==> config.mk <==
export PLATFORM = sky130hd
export DESIGN_NAME = usbh_crc_engine
export DESIGN_NICKNAME = d
export VERILOG_FILES = /design/src/rtl/usbh_crc_pkg.sv /design/src/rtl/usbh_crc_step.sv /design/src/rtl/usbh_crc_engine.sv
export SDC_FILE = /design/constraint.sdc
export NUM_CORES = 1
export LEC_CHECK = 0
export BUFFER_PORTS_ARGS = -buffer_cell sky130_fd_sc_hd__buf_4
export CAP_MARGIN = 20
export CORE_ASPECT_RATIO = 1.25
export CORE_MARGIN = 1.5
export CORE_UTILIZATION = 27
export CTS_CLUSTER_DIAMETER = 60
export DETAILED_ROUTE_END_ITERATION = 10
export PLACE_DENSITY = 0.38
export REMOVE_ABC_BUFFERS = 1
export SYNTH_ARGS = -nofsm -noshare
export SYNTH_HDL_FRONTEND = slang
export SYNTH_SLANG_ARGS = --single-unit
==> constraint.sdc <==
create_clock -name clk_i -period 8.6 [get_ports clk_i]
set_clock_uncertainty 0.15 [all_clocks]
set_input_delay 0 -clock clk_i [delete_from_list [all_inputs] [get_ports clk_i]]
set_output_delay 0 -clock clk_i [all_outputs]
set_load 0.02 [all_outputs]
==> src/rtl/usbh_crc_pkg.sv <==
// Shared constants for the USB host CRC engine: reflected polynomials,
// init values, good residuals, mode encodings and FSM states.
package usbh_crc_pkg;

  localparam logic MODE_CRC5  = 1'b0;
  localparam logic MODE_CRC16 = 1'b1;

  localparam logic [15:0] CRC5_POLY      = 16'h0014;
  localparam logic [15:0] CRC16_POLY     = 16'hA001;
  localparam logic [15:0] CRC5_INIT      = 16'h001F;
  localparam logic [15:0] CRC16_INIT     = 16'hFFFF;
  localparam logic [15:0] CRC5_RESIDUAL  = 16'h0006;
  localparam logic [15:0] CRC16_RESIDUAL = 16'hB001;

  typedef enum logic [1:0] {
    ST_IDLE = 2'd0,
    ST_RUN  = 2'd1,
    ST_DONE = 2'd2
  } crc_state_t;

  // The init value is all ones over the active width, so it doubles as the output mask.
  function automatic logic [15:0] crc_init(input logic mode);
    return (mode == MODE_CRC16) ? CRC16_INIT : CRC5_INIT;
  endfunction

  function automatic logic [15:0] crc_residual(input logic mode);
    return (mode == MODE_CRC16) ? CRC16_RESIDUAL : CRC5_RESIDUAL;
  endfunction

endpackage

==> src/rtl/usbh_crc_step.sv <==
// One-bit reflected (LSB-first) CRC update for either the CRC5 or the CRC16 register.
module usbh_crc_step
  import usbh_crc_pkg::*;
(
  input  logic        mode,
  input  logic [15:0] crc_in,
  input  logic        bit_in,
  output logic [15:0] crc_out
);

  logic fb;

  always_comb begin
    fb = crc_in[0] ^ bit_in;
    if (mode == MODE_CRC16) begin
      crc_out = (crc_in >> 1) ^ (fb ? CRC16_POLY : 16'h0000);
    end else begin
      // CRC5 keeps bits [15:5] at zero so the full word can be compared directly.
      crc_out = ({11'd0, crc_in[4:0]} >> 1) ^ (fb ? CRC5_POLY : 16'h0000);
    end
  end

endmodule

==> src/rtl/usbh_crc_engine.sv <==
// USB token/data CRC generator and checker; processes a whole beat per cycle
// (SERIAL=0) or one bit per cycle through a single step instance (SERIAL=1).
module usbh_crc_engine
  import usbh_crc_pkg::*;
#(
  parameter int DATA_W = 8,
  parameter int SERIAL = 0
) (
  input  logic                           clk_i,
  input  logic                           rst_i,
  input  logic                           mode_i,
  input  logic [DATA_W-1:0]              data_i,
  input  logic                           valid_i,
  output logic                           ready_o,
  input  logic                           last_i,
  input  logic [$clog2(DATA_W+1)-1:0]    last_bits_i,
  input  logic                           abort_i,
  output logic [15:0]                    crc_o,
  output logic                           match_o,
  output logic                           done_o
);

  localparam int CNT_W = $clog2(DATA_W + 1);

  crc_state_t  state_reg;
  logic        mode_reg;
  logic        run_en_reg;
  logic        match_reg;
  logic [15:0] crc_reg;
  logic [15:0] crc_out_reg;

  logic             accept;
  logic             busy;
  logic             stepping;
  logic             msg_end;
  logic             step_mode;
  logic [15:0]      crc_start;
  logic [15:0]      crc_next;
  logic [CNT_W-1:0] nbits;

  assign ready_o   = run_en_reg && (state_reg != ST_DONE) && !busy;
  assign accept    = valid_i && ready_o && !abort_i;
  // A first beat starts from the init value of the mode it carries.
  assign step_mode = (state_reg == ST_IDLE) ? mode_i : mode_reg;
  assign crc_start = (state_reg == ST_IDLE) ? crc_init(mode_i) : crc_reg;
  assign nbits     = (last_i && (last_bits_i != '0)) ? last_bits_i : CNT_W'(DATA_W);

  genvar gi;
  generate
    if (SERIAL != 0) begin : g_serial
      logic [CNT_W-1:0]  bit_cnt_reg;
      logic [CNT_W-1:0]  nbits_reg;
      logic [DATA_W-1:0] shift_reg;
      logic              last_reg;
      logic [CNT_W-1:0]  cur_idx;
      logic [CNT_W-1:0]  cur_nbits;
      logic              cur_last;
      logic              bit_in;
      logic              beat_end;

      // Bit 0 is consumed in the accept cycle; the rest come from the shift register.
      assign busy      = (bit_cnt_reg != '0);
      assign stepping  = busy || accept;
      assign cur_idx   = busy ? bit_cnt_reg : '0;
      assign cur_nbits = busy ? nbits_reg : nbits;
      assign cur_last  = busy ? last_reg : last_i;
      assign bit_in    = busy ? shift_reg[0] : data_i[0];
      assign beat_end  = stepping && (cur_idx == (cur_nbits - CNT_W'(1)));
      assign msg_end   = beat_end && cur_last;

      usbh_crc_step u_step (
        .mode    (step_mode),
        .crc_in  (crc_start),
        .bit_in  (bit_in),
        .crc_out (crc_next)
      );

      always_ff @(posedge clk_i or negedge rst_i) begin
        if (!rst_i) begin
          bit_cnt_reg <= '0;
          nbits_reg   <= '0;
          shift_reg   <= '0;
          last_reg    <= 1'b0;
        end else if (abort_i) begin
          bit_cnt_reg <= '0;
        end else if (stepping) begin
          bit_cnt_reg <= beat_end ? '0 : cur_idx + CNT_W'(1);
          if (accept) begin
            shift_reg <= data_i >> 1;
            nbits_reg <= nbits;
            last_reg  <= last_i;
          end else begin
            shift_reg <= shift_reg >> 1;
          end
        end
      end
    end else begin : g_parallel
      logic [DATA_W:0][15:0] chain;

      assign chain[0] = crc_start;
      for (gi = 0; gi < DATA_W; gi++) begin : g_bit
        logic [15:0] step_out;

        usbh_crc_step u_step (
          .mode    (step_mode),
          .crc_in  (chain[gi]),
          .bit_in  (data_i[gi]),
          .crc_out (step_out)
        );

        // Bits above the valid count of a final beat pass the register through.
        assign chain[gi+1] = (CNT_W'(gi) < nbits) ? step_out : chain[gi];
      end

      assign crc_next = chain[DATA_W];
      assign busy     = 1'b0;
      assign stepping = accept;
      assign msg_end  = accept && last_i;
    end
  endgenerate

  always_ff @(posedge clk_i or negedge rst_i) begin
    if (!rst_i) begin
      state_reg   <= ST_IDLE;
      mode_reg    <= MODE_CRC5;
      run_en_reg  <= 1'b0;
      crc_reg     <= CRC16_INIT;
      crc_out_reg <= 16'h0000;
      match_reg   <= 1'b0;
    end else begin
      run_en_reg <= 1'b1;
      if (abort_i) begin
        state_reg <= ST_IDLE;
      end else begin
        if (accept && (state_reg == ST_IDLE)) begin
          mode_reg <= mode_i;
        end
        if (stepping) begin
          crc_reg <= crc_next;
        end
        case (state_reg)
          ST_DONE: state_reg <= ST_IDLE;
          default: begin
            if (msg_end) begin
              state_reg   <= ST_DONE;
              crc_out_reg <= ~crc_next & crc_init(step_mode);
              match_reg   <= (crc_next == crc_residual(step_mode));
            end else if (accept) begin
              state_reg <= ST_RUN;
            end
          end
        endcase
      end
    end
  end

  assign crc_o   = crc_out_reg;
  assign match_o = match_reg;
  assign done_o  = (state_reg == ST_DONE);

endmodule

==> impl_metrics.toml <==
[status]
status = "complete, no violations"

[grt]
globalRouteOverflowTotal = 0
grt_pass1_wl_um = 25600
grt_max_degree = 38
antenna_found_initial = 0
grt_pass1_vias = 4528
grt_usage_pct = 19.8

[yosys]
yosysMostFrequentCell = "nand2_1"
synth_area_leaders = "dfrtp_1 (12%), nand2_1 (11%), dfstp_2 (9.7%)"
synth-seq-area-share_pct = 21.8
yosys.area.top_type = "dfrtp_1"
synth_area_per_cell_um2 = 6.86
yosys.area_share.simple_pct = 32.2
yosys_warnings = 0
synth_top_family_by_area = "simple AND/OR/NAND/NOR gates"
synth-edff-count = 0
synth_xor_area_share_pct = 5.45
synthCells = 632
async_flop_share_pct = 100
synthMuxAreaShare_pct = 6.03
synth_fa_ha_area_share_pct = 0.865
synth_compound_area_share_pct = 29.2
syn_area_mm2 = 0.00434
synth_common_cells = "nand2_1 (129), nor2_1 (69), o21ai_0 (44), clkbuf_1 (35), a21oi_1 (33)"
synth.top_cell.area_share_pct = 12.1
synthFlopType = "dfrtp_1"
ys_ff_latch = 37
synth.distinct_cells = 78

[routing]
num_vias = 4677
viasPerCell = 5.43
postRouteAntennaNets = 0
dr.pass1.iters = 5
wl_per_cell_um = 18.8
drc = 0
wl_um = 16200
drt_iter0_markers = 328

[setup_path]
path_common_cell = "nor2_1"
reg2reg_depth = 24
cp-end-kind = "flip-flop"
crit_fanout = 11
worstPathRequired_ns = 8.64
cp.buffers_inverters = 0
cp_slowest_stage_delay_ns = 0.66
critical_path_depth = 24
reg2reg_slack_ns = 1.59
path_delay_family = "simple AND/OR/NAND/NOR gates"
start_kind = "flip-flop"
r2r-start = "state_reg[1]$_DFFE_PN0P_"
arrival_ns = 7.05
crit-reg2reg-capture = "match_o$_DFFE_PN0P_"
critPathSlowestCell = "nor2_1"
crit_chain = "nor2_1 > nor2_1 > nor2_1 > nor2_1 > o2111ai_1 > o211ai_1 > o2111ai_2 > o2111ai_2 > nor2_1 > mux4_2 > o2111a_1 > nor2_1 > nand2_1 > xnor2_1 > xor2_1 > a21oi_1 > o32a_1 > ha_1 > nand3_1 > nor4_1 > nand4b_1 > nor3_1 > nand3_1 > o31ai_1"
path_class = "reg -> reg"

[finish]
multi_input_area_mm2 = 0.00321
seqCellArea_um2 = 946
fillCellCount = 1745
syn_to_final_growth_pct = 14.9
drive_gt1_share_pct = 13.5
antenna_cells = 0
stdcell_count = 862
final_nets = 670

[pwr]
max-vdd-ir-drop_mv = 0.0974
cellLeakagePower_nw = 2.02
power_density_mw_per_mm2 = 219
power_w = 0.00109

[floorplan]
io_pins = 37
rows = 51
initial_core_util_pct = 27.7
fp.coreArea_mm2 = 0.0156
die_width_um = 116
die_area_mm2 = 0.0168
die_h_um = 145

[cts]
cts_tree = "yes"
cts_max_path_buffers = 2
worstSkewPairLatency_ns = 0.28
clkSinkCount = 37
cts_root_buf = "clkbuf_16"
cts_buffers = 5
htree_levels = 2
clk_pin_slew_ns = 0.06

[place]
place.gp.congestion = 0.842
post-dp-hpwl_um = 12400
io_buffers = 36
dp.cells = 847

[sta]
finalSetupTns_ns = 0
fmax_mhz = 143
holdWs_ns = 0.0733
drv_slew = 0
worst_pin_slew_ns = 0.962
max_slew_margin_pct = 35.7
rsz0062_at_grt = "false"
finalHoldViolCount = 0
finalSetupViolCount = 0
fin_crit_ns = 7.01
finalCritPeriodShare_pct = 81.5

[flow_run]
cap_viol_max_count = 0

[worst_hold_path]
hold_path.class = "in -> async"
[worst max path at each step]
stage                              from             endpoint  slack [ns]
6_report       state_reg[1]$_DFFE_PN0P_  match_o$_DFFE_PN0P_        1.59
5_1_grt        state_reg[1]$_DFFE_PN0P_  match_o$_DFFE_PN0P_        1.04
4_1_cts        state_reg[1]$_DFFE_PN0P_  match_o$_DFFE_PN0P_        1.61
3_5_place_dp   state_reg[1]$_DFFE_PN0P_  match_o$_DFFE_PN0P_        1.65
3_3_place_gp   state_reg[1]$_DFFE_PN0P_  match_o$_DFFE_PN0P_        1.95
2_1_floorplan  state_reg[1]$_DFFE_PN0P_  match_o$_DFFE_PN0P_        2.15
[layout by cell type (no fill, tap or decap), drive strengths merged, types with 7 or more instances in the layout]
master       instances
a21oi               33
a31oi               11
buf                 43
clkbuf               8
dfrtp               21
dfstp               16
dlygate4sd3          7
inv                  8
mux2                 7
mux2i               16
nand2              129
nand2b               7
nand3               19
nand4               10
nor2                71
nor2b                7
nor3                20
o211ai               9
o21a                 7
o21ai               55
o22ai                9
xnor2               14
xor2                13
[stage by stage]
stage	util [%]	worst slack [ns]	area, um2
after floorplan	-	2.15	4180
after global placement	30.5	1.95	4770
after detailed placement	30.5	1.65	4770
after CTS	31.9	1.61	4990
after global routing	31.9	1.04	4990
final	31.9	1.59	4990
[final cells by class]
| class | instances | share of cell area, % |
|---|---|---|
| Sequential cell | 37 | 19.0 |
| Timing Repair Buffer | 50 | 7.88 |
| Multi-Input combinational cell | 547 | 64.3 |
| Inverter | 8 | 0.602 |
| Tap cell | 212 | 5.32 |
| Clock buffer | 8 | 2.94 |
[metal layers]
layer	global-route usage (%)	up-vias	wire (um)
met5	0	-	0
met4	3.72	0	213
met3	1.92	15	536
met2	35.7	119	8230
met1	25.7	2216	7190
li1	-	2327	-
[repair_timing]
item / in CTS / in global routing
buffers inserted: 0 / 0
endpoints found under the hold margin: 44 / 0
hold buffers: 7 / 0
gates resized for setup: 0 / 0
[cell families (layout without fill, tap and decap cells)]
family,count (synthesis),count (layout)
muxes,24,24
buffers and inverters,48,66
adders and majority gates,3,3
xor gates and xnor gates,27,27
and+or+nand+nor,302,302
other,1,1
AOI/OAI and AO/OA,190,190
DFF,37,37
[where the power goes]
group          internal, W  switching, W  leakage [nW]
Combinational     0.000232      0.000380          1.51
Clock             0.000116     0.0000680        0.0712
Sequential        0.000241     0.0000567         0.437
Total             0.000589      0.000505          2.02
Power figures use the tool's default switching activity.
